## config.mk

```make
export PLATFORM = sky130hd
export DESIGN_NAME = enc_link_decoder
export DESIGN_NICKNAME = d
export VERILOG_FILES = /design/src/rtl/enc_link_pkg.sv /design/src/rtl/enc_link_fifo.sv /design/src/rtl/enc_link_decoder.sv
export SDC_FILE = /design/constraint.sdc
export NUM_CORES = 1
export LEC_CHECK = 0
export BUFFER_PORTS_ARGS = -buffer_cell sky130_fd_sc_hd__buf_4
export CAP_MARGIN = 0
export CORE_MARGIN = 2
export CORE_UTILIZATION = 57
export CTS_CLUSTER_SIZE = 16
export DETAILED_ROUTE_END_ITERATION = 16
export PLACE_DENSITY = 0.91
export RECOVER_POWER = 50
export SETUP_SLACK_MARGIN = 0.15
export SLEW_MARGIN = 25
export SYNTH_ARGS = -nofsm -noshare
export SYNTH_HDL_FRONTEND = slang
export SYNTH_SLANG_ARGS = --single-unit
```

## constraint.sdc

```tcl
create_clock -name clk -period 5.4 [get_ports clk]
set_clock_uncertainty 0.1 [all_clocks]
set_input_delay 0.54 -clock clk [delete_from_list [all_inputs] [get_ports clk]]
set_output_delay 0.54 -clock clk [all_outputs]
set_load 0.01 [all_outputs]
```

## src/rtl/enc_link_pkg.sv

```systemverilog
// Shared constants and helpers for the encoded-link receive path.
package enc_link_pkg;

  localparam int CODE_W = 3;
  localparam int LINES  = 8;

  // Expand a 3-bit line code back into its one-hot line vector.
  function automatic logic [LINES-1:0] code_to_onehot(input logic [CODE_W-1:0] code);
    return LINES'(1) << code;
  endfunction

  // Even parity: the code bits plus the parity bit must XOR to zero.
  function automatic logic parity_ok(input logic [CODE_W-1:0] code, input logic par);
    return ~^{code, par};
  endfunction

endpackage

```

## src/rtl/enc_link_fifo.sv

```systemverilog
// Generic synchronous FIFO. The occupancy count is the only full/empty
// indicator, so the pointers can wrap freely modulo DEPTH (a power of 2).
// The head is read combinationally: no fall-through, a pushed word shows
// up only after the edge that wrote it.
module enc_link_fifo #(
  parameter int WIDTH = 3,
  parameter int DEPTH = 4
) (
  input  logic                     clk,
  input  logic                     rst,
  input  logic                     push,
  input  logic [WIDTH-1:0]         data,
  input  logic                     pop,
  output logic [WIDTH-1:0]         head,
  output logic [$clog2(DEPTH):0]   level,
  output logic                     full,
  output logic                     empty
);

  localparam int PTR_W   = $clog2(DEPTH);
  localparam int LEVEL_W = PTR_W + 1;

  logic [WIDTH-1:0] mem [DEPTH];
  logic [PTR_W-1:0] wr_ptr;
  logic [PTR_W-1:0] rd_ptr;
  logic             do_push;
  logic             do_pop;

  assign full  = (level == LEVEL_W'(DEPTH));
  assign empty = (level == '0);

  // A push into a full FIFO is refused even when a pop happens in the same
  // cycle; the caller sees the refusal through full.
  assign do_push = push && !full;
  assign do_pop  = pop && !empty;
  assign head    = mem[rd_ptr];

  // Pointer and occupancy bookkeeping.
  // NOTE: sequential state uses non-blocking assignments so every register
  // samples pre-edge values regardless of statement order.
  always_ff @(posedge clk) begin
    if (rst) begin
      wr_ptr <= '0;
      rd_ptr <= '0;
      level  <= '0;
    end else begin
      if (do_push) wr_ptr <= wr_ptr + PTR_W'(1);
      if (do_pop)  rd_ptr <= rd_ptr + PTR_W'(1);
      case ({do_push, do_pop})
        2'b10:   level <= level + LEVEL_W'(1);
        2'b01:   level <= level - LEVEL_W'(1);
        default: level <= level;
      endcase
    end
  end

  // Storage write.
  // NOTE: the array is deliberately not reset; stale contents are never
  // observable because level gates every read that matters.
  always_ff @(posedge clk) begin
    if (do_push) mem[wr_ptr] <= data;
  end

endmodule

```

## src/rtl/enc_link_decoder.sv

```systemverilog
// Receive stage after the 8-to-3 line encoder: checks even parity, buffers
// good codes, presents the head as raw code and one-hot line vector, and
// drops/counts bad-parity words.
module enc_link_decoder
  import enc_link_pkg::*;
#(
  parameter int DEPTH = 4,
  parameter int ERR_W = 8
) (
  input  logic                   clk,
  input  logic                   rst,
  input  logic                   in_valid,
  input  logic [CODE_W-1:0]      in_code,
  input  logic                   in_parity,
  output logic                   in_ready,
  output logic                   out_valid,
  input  logic                   out_ready,
  output logic [LINES-1:0]       out_onehot,
  output logic [CODE_W-1:0]      out_code,
  input  logic                   err_clr,
  output logic [ERR_W-1:0]       err_cnt,
  output logic                   err_pulse,
  output logic [$clog2(DEPTH):0] level
);

  logic              full;
  logic              empty;
  logic              accept;
  logic              good;
  logic              bad;
  logic [CODE_W-1:0] head;

  // Ready depends only on registered occupancy, never on out_ready, so a
  // full FIFO stays closed for one cycle even while it is being popped.
  assign in_ready = !rst && !full;
  assign accept   = in_valid && in_ready;
  assign good     = accept && parity_ok(in_code, in_parity);
  assign bad      = accept && !parity_ok(in_code, in_parity);

  enc_link_fifo #(
    .WIDTH (CODE_W),
    .DEPTH (DEPTH)
  ) u_fifo (
    .clk   (clk),
    .rst   (rst),
    .push  (good),
    .data  (in_code),
    .pop   (out_valid && out_ready),
    .head  (head),
    .level (level),
    .full  (full),
    .empty (empty)
  );

  // Head outputs are masked while empty so unreset storage never leaks out.
  assign out_valid  = !empty;
  assign out_code   = out_valid ? head : '0;
  assign out_onehot = out_valid ? code_to_onehot(head) : '0;

  // Error strobe and saturating counter; a clear wins over an increment but
  // does not suppress the strobe.
  always_ff @(posedge clk) begin
    if (rst) begin
      err_cnt   <= '0;
      err_pulse <= 1'b0;
    end else begin
      err_pulse <= bad;
      if (err_clr)
        err_cnt <= '0;
      else if (bad && (err_cnt != '1))
        err_cnt <= err_cnt + ERR_W'(1);
    end
  end

endmodule

```

==> flow_summary.yaml <==
global_route:
  grt_pass1_vias: 1178
  grt_start_max_net_pins: 17
  use_met1: 0.230
  use_met3: 0.0465
  busiest_layer: "met2"
  grt_pass1_wl_um: 5070
  met2_usage: 0.365
  grtUsageTotal: 0.208
  overflow: 0
  antenna_found_initial: 0
routing:
  vias: 1206
  drt_first_pass_iters: 4
  wl_um: 3060
  wire_per_inst_um: 14.3
  drc: 0
  viasPerCell: 5.66
  ant_nets: 0
  first_iter_violations: 59
power:
  p_leak_nw: 0.657
  switching_share: 0.342
  intPower_mw: 0.411
  power_frac_clock: 0.224
  sequentialPowerShare: 0.435
  power_density_mw_per_mm2: 351
  irDropWorstVdd_v: 0.000243
  power.switching_mw: 0.214
  power.total_mw: 0.625
  p_comb_frac: 0.341
yosys:
  ys_seq_area_frac: 0.465
  syn_avg_cell_area_um2: 10.5
  synth_top_family_by_area: "simple AND/OR/NAND/NOR gates"
  synth_seq_cells: 30
  synth.cell_area_mm2: 0.00155
  synthMuxAreaShare: 0.0695
  async_flop_share: 0
  synth_adder_area_share: 0.0614
  synthDistinctLibCells: 41
  yosys.area_share.simple: 0.235
  yosys_warnings: 0
  synthCells: 147
  synth_fp_nets: 163
  synth_edf_count: 12
  synth-compound-area-share: 0.0590
  synth-xor-area-share: 0.0598
  synth_top_flop_cell: "dfxtp_1"
setup_path:
  crit_type: "flop to flop"
  endpoint_kind: "flop"
  arrival_ns: 2.91
  startpoint_type: "flop"
  worstPathRequired_ns: 5.57
  crit_fanout: 12
clocking:
  clock_latency_ns: 0.33
  clockBufferDepth: 2
  cts_tree: "built"
  cts_resized: 0
  cts_sinks: 30
  numCtsBuffers: 5
  cts-htree-levels: 2
  postCtsSetupRepairBufs: 0
  clk_pin_slew_ns: 0.09
  hold_buffers: 0
  root_buffer: "clkbuf_4"
placement:
  gp_congestion: 0.809
  portBuffers: 33
  dpl_cell_area_mm2: 0.00179
  hpwl_um: 2260
sta:
  hold_viol: 0
  worst_pin_slew_ns: 1.01
  finalMaxSlewViolations: 0
  setup_violations: 0
  fin_crit_sh: 0.508
  fmax_ghz: 0.365
  fin_hold_ws_ns: 0.392
  finalCriticalPeriod_ns: 2.74
  grt_setup_unrepaired: "no"
  final.setup.tns_ns: 0
  relSlewSlack: 0.327
floorplanning:
  io_pins: 34
  dieWidth_um: 56.1
  die_h_um: 56.1
  dieArea_mm2: 0.00315
  num_rows: 18
  initial_core_util: 0.614
  core_mm2: 0.00252
cells_and_area:
  diodes: 0
  fin_nets: 198
  drive_above_1_share: 0.213
  areaGrowthSynthToFinish_pct: 14.9
  design_area_mm2: 0.00178
  final_core_util: 0.705
min_path:
  hold_path.class: "input pin to flop"
outcome:
  status: "complete, no violations"
run:
  drv_cap: 0
==> cells in the final DEF, fill, tap and decap left out, types with 3 or more instances in the layout <==
master    count
dfxtp_1      18
inv_1         9
and3_2        4
xor2_1        5
or3_1         5
or2_2         3
nor4_1        3
mux2i_1       4
mux4_2        3
a21oi_1       6
nor2_1       18
ha_1          6
clkbuf_1     16
edfxtp_1     12
o21ai_0       3
nand3_1       6
buf_4        18
clkbuf_4      5
nand2_1       9
==> per-layer routing <==
layer,routed length [um],part of all wire
met2,1600,0.52
met1,1240,0.41
met3,183,0.060
met4,33,0.011
met5,0,0
==> final cells by class <==
| cell class | instances | area [um^2] |
|---|---|---|
| timing repair buffer | 33 | 191 |
| fill | 215 | 743 |
| tap | 30 | 37.5 |
| clock inverter | 1 | 5.00 |
| sequential | 30 | 721 |
| inverter | 9 | 33.8 |
| multi-input combinational | 103 | 736 |
| clock buffer | 7 | 55.1 |
==> synthesized netlist by cell type, drive strengths merged (2+ instances only) <==
cell type / count / share of area
buf: 2 / 0.015
or2: 3 / 0.012
a21oi: 6 / 0.019
nand3: 6 / 0.019
clkbuf: 3 / 0.014
and2: 4 / 0.016
or3: 5 / 0.020
and3: 5 / 0.023
nor2b: 2 / 0.0081
edfxtp: 12 / 0.23
mux2i: 4 / 0.026
nor3: 2 / 0.0097
inv: 9 / 0.022
nor2: 18 / 0.044
ha: 6 / 0.048
xor2: 5 / 0.038
dfxtp: 18 / 0.23
nand2: 9 / 0.022
mux4: 3 / 0.044
o31ai: 2 / 0.0097
and4: 2 / 0.013
o21ai: 3 / 0.0097
nor4b: 2 / 0.011
xnor2: 3 / 0.022
nor4: 3 / 0.012
nand2b: 2 / 0.0081
==> state kept, by name, indices dropped and copies added, names as in the netlist, named ones only <==
register / flops
u_fifo.rd_ptr: 2
err_pulse: 1
err_cnt: 8
u_fifo.level: 3
u_fifo.wr_ptr: 2
u_fifo.mem: 12
==> cell families (layout without fill, tap and decap cells) <==
group,Yosys count,after routing
AND/OR/NAND/NOR,66,66
flip-flops,30,30
AO/OA/AOI/OAI,15,15
buffers and inverters,14,50
XOR/XNOR,8,8
adder cells (fa/ha/maj),7,7
multiplexers,7,7
==> stage by stage <==
stage	instances	setup slack (ns)
after floorplan	147	2.87
after global placement	205	2.66
after detailed placement	205	2.51
after CTS	213	2.65
after global routing	213	2.43
final	213	2.66
==> power groups by stage <==
stage	logic, mW	registers (mW)	clock network, mW
floorplan	0.140	0.277	0
global placement	0.209	0.276	0
detailed placement	0.220	0.278	0
CTS	0.223	0.273	0.143
global route	0.235	0.276	0.154
finish	0.213	0.272	0.140
==> final timing paths <==
check                                   endpoint  cells after the start  slack, ns            start
worst max-delay path             u_fifo.level[2]                     10       2.66  u_fifo.level[2]
worst min-delay path            u_fifo.wr_ptr[0]                      2       0.39              rst
worst max register to register   u_fifo.level[2]                     10       2.66  u_fifo.level[2]
worst min register to register        err_cnt[5]                      2       0.41       err_cnt[5]
==> worst max-delay path, stage by stage, from the launching register on <==
cell and delay [ns]:
dfxtp_1 0.39, or3b_2 0.49, nand2_1 0.31, nor2_1 0.09, inv_1 0.07, ha_1 0.18
inv_1 0.06, fa_1 0.37, xor2_1 0.16, or3_1 0.31, a21oi_1 0.14
Note: power is estimated with default switching activity, not from simulation.
